<file path="config.mk">
export PLATFORM = sky130hd
export DESIGN_NAME = rvb_bitcnt_core
export DESIGN_NICKNAME = d
export VERILOG_FILES = /design/src/rtl/rvb_pkg.sv /design/src/rtl/rvb_bitcnt_count.sv /design/src/rtl/rvb_bitcnt_core.sv
export SDC_FILE = /design/constraint.sdc
export NUM_CORES = 1
export LEC_CHECK = 0
export ABC_CLOCK_PERIOD_IN_PS = 6600
export BUFFER_PORTS_ARGS = -buffer_cell sky130_fd_sc_hd__clkbuf_2
export CAP_MARGIN = 20
export CORE_MARGIN = 2
export CORE_UTILIZATION = 45
export CTS_CLUSTER_DIAMETER = 80
export DETAILED_ROUTE_END_ITERATION = 8
export PLACE_DENSITY_LB_ADDON = 0.05
export SYNTH_ARGS = -nofsm -noshare
export SYNTH_HDL_FRONTEND = slang
export SYNTH_HIERARCHICAL = 1
export SYNTH_SLANG_ARGS = --single-unit
</file>
<file path="constraint.sdc">
create_clock -name clock -period 6.6 [get_ports clock]
set_clock_uncertainty 0.05 [all_clocks]
set_input_delay 0.66 -clock clock [delete_from_list [all_inputs] [get_ports clock]]
set_output_delay 0.66 -clock clock [all_outputs]
set_load 0.01 [all_outputs]
</file>
<file path="src/rtl/rvb_pkg.sv">
// Shared bitmanip ALU constants: op-codes and legal datapath widths.
// Imported by the bit-count unit and its counting network.
package rvb_pkg;

  localparam int XLEN32 = 32;
  localparam int XLEN64 = 64;

  localparam logic [1:0] OP_CLZ      = 2'b00;
  localparam logic [1:0] OP_CTZ      = 2'b01;
  localparam logic [1:0] OP_PCNT     = 2'b10;
  localparam logic [1:0] OP_BMATFLIP = 2'b11;

endpackage

</file>
<file path="src/rtl/rvb_bitcnt_count.sv">
// Combinational clz/ctz/pcnt network, all three folded onto one popcount.
// W selects the low-word variant (operand masked to rs1[31:0]).
module rvb_bitcnt_count
  import rvb_pkg::*;
#(
  parameter int XLEN = 32
) (
  input  logic [XLEN-1:0] rs1,
  input  logic [1:0]      op,
  input  logic            w,
  output logic [XLEN-1:0] cnt
);

  localparam int CW = $clog2(XLEN + 1);
  localparam logic [XLEN-1:0] W_MASK = XLEN'({32{1'b1}});

  logic [XLEN-1:0] rev;
  logic [XLEN-1:0] wm;
  logic [XLEN-1:0] src;
  logic [XLEN-1:0] lsb;
  logic [XLEN-1:0] msk;
  logic [XLEN-1:0] pop_in;
  logic [CW-1:0]   sum;

  always_comb begin
    rev = '0;
    if (w) begin
      for (int i = 0; i < 32; i++) begin
        rev[i] = rs1[31-i];
      end
    end else begin
      for (int i = 0; i < XLEN; i++) begin
        rev[i] = rs1[XLEN-1-i];
      end
    end
  end

  // Trailing zeros = ones in (lsb - 1); zero input wraps to all-ones,
  // which the width mask trims to exactly the operand width.
  always_comb begin
    wm     = w ? W_MASK : '1;
    src    = ((op == OP_CLZ) ? rev : rs1) & wm;
    lsb    = src & (~src + XLEN'(1));
    msk    = (lsb - XLEN'(1)) & wm;
    pop_in = (op == OP_PCNT) ? src : msk;
  end

  always_comb begin
    sum = '0;
    for (int i = 0; i < XLEN; i++) begin
      sum = sum + CW'(pop_in[i]);
    end
  end

  assign cnt = XLEN'(sum);

endmodule

</file>
<file path="src/rtl/rvb_bitcnt_core.sv">
// Single-stage bit-count unit with valid/ready on both sides.
// bmatflip is compiled in only with RVB_BITCNT_BMAT_EN defined.
module rvb_bitcnt_core
  import rvb_pkg::*;
#(
  parameter int XLEN = 32,
  parameter int BMAT = 0
) (
  input  logic            clock,
  input  logic            reset,
  input  logic            din_valid,
  output logic            din_ready,
  input  logic [XLEN-1:0] din_rs1,
  input  logic            din_insn3,
  input  logic            din_insn20,
  input  logic            din_insn21,
  output logic            dout_valid,
  input  logic            dout_ready,
  output logic [XLEN-1:0] dout_rd
);

  logic [1:0]      op;
  logic            w;
  logic            accept;
  logic [XLEN-1:0] cnt;
  logic [XLEN-1:0] flip;
  logic [XLEN-1:0] res;

  logic            valid_d, valid_q;
  logic [XLEN-1:0] rd_d, rd_q;

  assign op = {din_insn21, din_insn20};
  assign w  = (XLEN == XLEN64) && din_insn3;

  rvb_bitcnt_count #(
    .XLEN(XLEN)
  ) u_count (
    .rs1(din_rs1),
    .op (op),
    .w  (w),
    .cnt(cnt)
  );

`ifdef RVB_BITCNT_BMAT_EN
  if (BMAT == 1 && XLEN == XLEN64) begin : g_bmat
    always_comb begin
      flip = '0;
      for (int i = 0; i < 8; i++) begin
        for (int j = 0; j < 8; j++) begin
          flip[8*j+i] = din_rs1[8*i+j];
        end
      end
    end
  end else begin : g_no_bmat
    assign flip = '0;
  end
`else
  assign flip = '0;
`endif

  assign res = (op == OP_BMATFLIP) ? flip : cnt;

  assign din_ready = !valid_q || dout_ready;
  assign accept    = din_valid && din_ready;

  always_comb begin
    valid_d = valid_q;
    rd_d    = rd_q;
    if (accept) begin
      valid_d = 1'b1;
      rd_d    = res;
    end else if (dout_ready) begin
      valid_d = 1'b0;
    end
  end

  always_ff @(posedge clock) begin
    if (reset) begin
      valid_q <= 1'b0;
      rd_q    <= '0;
    end else begin
      valid_q <= valid_d;
      rd_q    <= rd_d;
    end
  end

  assign dout_valid = valid_q;
  assign dout_rd    = rd_q;

endmodule

</file>
==> results.txt <==
----------------------------------------------------
[Floorplanning]
  Die X ... 96.9 um
  Number of top-level design ports ... 73
  Initial core utilization ... 46.8%
  Core ar. ... 8300 um2
  Area enclosed by the die boundary ... 9400 um2
  Std-Cell Rows ... 33
  Die span in y ... 96.9 um

[Critical path]
  Number of buffer and inverter instances along the worst setup path ... 7
  Capturing point of the worst reg2reg path ... dout_rd[26]
  Kind of cell with the highest combined delay on the critical path ... adder cells
  Setup crit end kind ... register
  Critical path's slowest cell ... fa_2
  Crit Path Class ... primary input to register
  Maximum fanout along the worst path ... 5
  R2R Path Start ... dout_valid
  Kind of launch point of the worst setup path ... primary input
  Stage delay of the slowest cell on the critical path ... 0.54 ns
  Worst reg2reg path depth ... 3
  Arr. time, crit path ... 6.80 ns
  Cell mode on critical path ... fa_2
  Minimum setup slack among reg-to-reg paths ... 5.01 ns
  Data required time of the worst path ... 6.76 ns

[Worst hold path]
  Worst Hold End ... dout_rd[25]
  Class of the tightest hold or removal check ... register to register
  Worst Min Path Start ... dout_rd[25]
  Number of instances on the worst hold path ... 2

[Detailed routing]
  Count of routing violations after the opening detailed-route iteration ... 164
  DRT antenna net count ... 0
  Overall via count from detail_route ... 3926
  Number of remaining DRC errors ... 0
  Number of detailed-routing iterations run before antenna repair ... 4
  Post-detailed-route via-to-cell ratio ... 5.35
  Routed wire length ... 11300 um
  Routed length per placed instance ... 15.4 um

[Placement]
  Number of placed instances, taps included ... 707
  Routability Congestion ... 0.978
  Quantity of I/O buffers inserted on ports ... 71
  Hpwl dp ... 8870 um

[Clock tree]
  Num Clock Sinks ... 33
  # H-tree levels ... 2
  Skew-Pair Late Insertion Delay ... 0.28 ns
  # hold bufs at CTS ... 0
  Number of buffers created by CTS ... 5
  Root buf cell ... clkbuf_8
  Clock tree from TritonCTS ... done
  Maximum clock insertion buffer count ... 2
  Clock transition at the register clock pins on the worst setup and hold paths after CTS ... 0.08 ns

[Timing]
  Post-route minimum period ... 6.64 ns
  RSZ-0062 raised after global routing ... yes
  Worst slew margin relative to its limit ... 63.6%
  Final setup slack of the worst path ... -0.0421 ns
  Number of endpoints with negative hold slack in the final report ... 0
  Fmax achieved ... 151 MHz
  Slew Viols, Final ... 0
  Slew @ Worst Pin ... 0.546 ns
  Ratio of final minimum period to clock period ... 101%
  Final setup violation count ... 1

[Yosys]
  Instance count of the mapped netlist ... 475
  Post-synthesis average cell area ... 8.18 um2
  Warning count from the yosys run ... 6
  Total standard cell area after synthesis ... 3890 um2

[Layout]
  Post-layout nets ... 698
  Area growth syn-to-layout ... 35.2%
  Fin util ... 63.3%
  Fraction of final layout cells with drive strength greater than 1 ... 44.0%
  Number of standard cells in the layout, taps in and fillers out ... 734
  N_diodes ... 0

[Global routing]
  Global router's overall resource usage ... 24.6%
  Maximum number of pins on one net before global-route repair ... 36
  Number of global-route vias before repair ... 3928
  Antenna violations before repair ... 0
  Global-route wire length before repair ... 19200 um
  Remaining global-route overflow ... 0

[Status]
  Run status ... finished with violations
  Violations in the final reports ... setup timing

[Power]
  Power density over the cells ... 177 nW/um2
  Peak supply drop ... 0.124 mV
  Leakage ... 2.33 nW

[Flow run]
  Maxcap violations ... 0

----------------------------------------------------
power breakdown:
group	internal (mW)	total, mW	leakage [nW]	switching, mW
clock network	0.113	0.198	0.0543	0.0847
logic	0.237	0.507	2.00	0.270
registers	0.216	0.224	0.270	0.00811
total	0.566	0.929	2.33	0.363
worst register-to-register path: stages, from the launching register on:
cell,delay [ns]
dfxtp_1,0.34
nand2b_4,0.32
and2_4,0.59
o32ai_1,0.16
cell type report:
cell class / count / area (um2)
repair buffers: 182 / 1200
flip-flops and latches: 33 / 661
well taps: 105 / 131
multi-input cells: 343 / 2910
fillers: 753 / 3040
clock inverters: 3 / 46.3
clock buffers: 5 / 68.8
inverters: 63 / 236
worst max-delay path by stage:
stage	cells past startpoint	start	endpoint
after floorplan	24	din_rs1[14]	dout_rd[4]
after global placement	25	din_insn21	dout_rd[4]
after detailed placement	25	din_insn20	dout_rd[4]
after CTS	25	din_rs1[14]	dout_rd[4]
after global routing	26	din_insn20	dout_rd[4]
final	26	din_insn20	dout_rd[4]
cells in the final DEF (no fill, tap or decap), drive strengths merged, types with 8 or more instances in the layout:
cell type and count:
a21oi 24, buf 114, clkbuf 73, conb 26, dfxtp 33, fa 24, inv 63, mux2i 10
nand2 29, nand3 42, nor2 26, nor3 24, nor4 8, o21ai 16, o32ai 32
timing repair:
item | in CTS | in global routing
cloned | 0 | 0
buffers inserted | 14 | 5
endpoints found under the hold margin | 0 | 0
pin swaps | 13 | 10
gates resized for setup | 10 | 23
setup endpoints to repair | 3 | 5
registers in the layout, summed over array words and instances (netlist names):
signal and flops:
dout_rd 32, dout_valid 1
stage by stage:
stage               area [um2]  setup slack (ns)  power, mW  TNS, ns  hold slack (ns)
finish                    5260           -0.0421      0.929  -0.0421            0.436
global route              5260            -0.239       1.02   -0.331            0.456
CTS                       5150           0.00202      0.929        0            0.440
detailed placement        4890            -0.418      0.725    -1.55            0.425
global placement          4890            -0.375      0.713    -1.39            0.415
floorplan                 4090           -0.0699      0.575  -0.0699            0.446
layer usage:
metal  up-vias  GRT usage (%)  share of wire, %
met3        22           2.96               4.0
met2       107           42.4                49
met1      1858           32.2                45
met5         -              0                 0
met4         0           7.69               2.2
li1       1939              -                 -
Note: power is estimated with default switching activity, not from simulation.
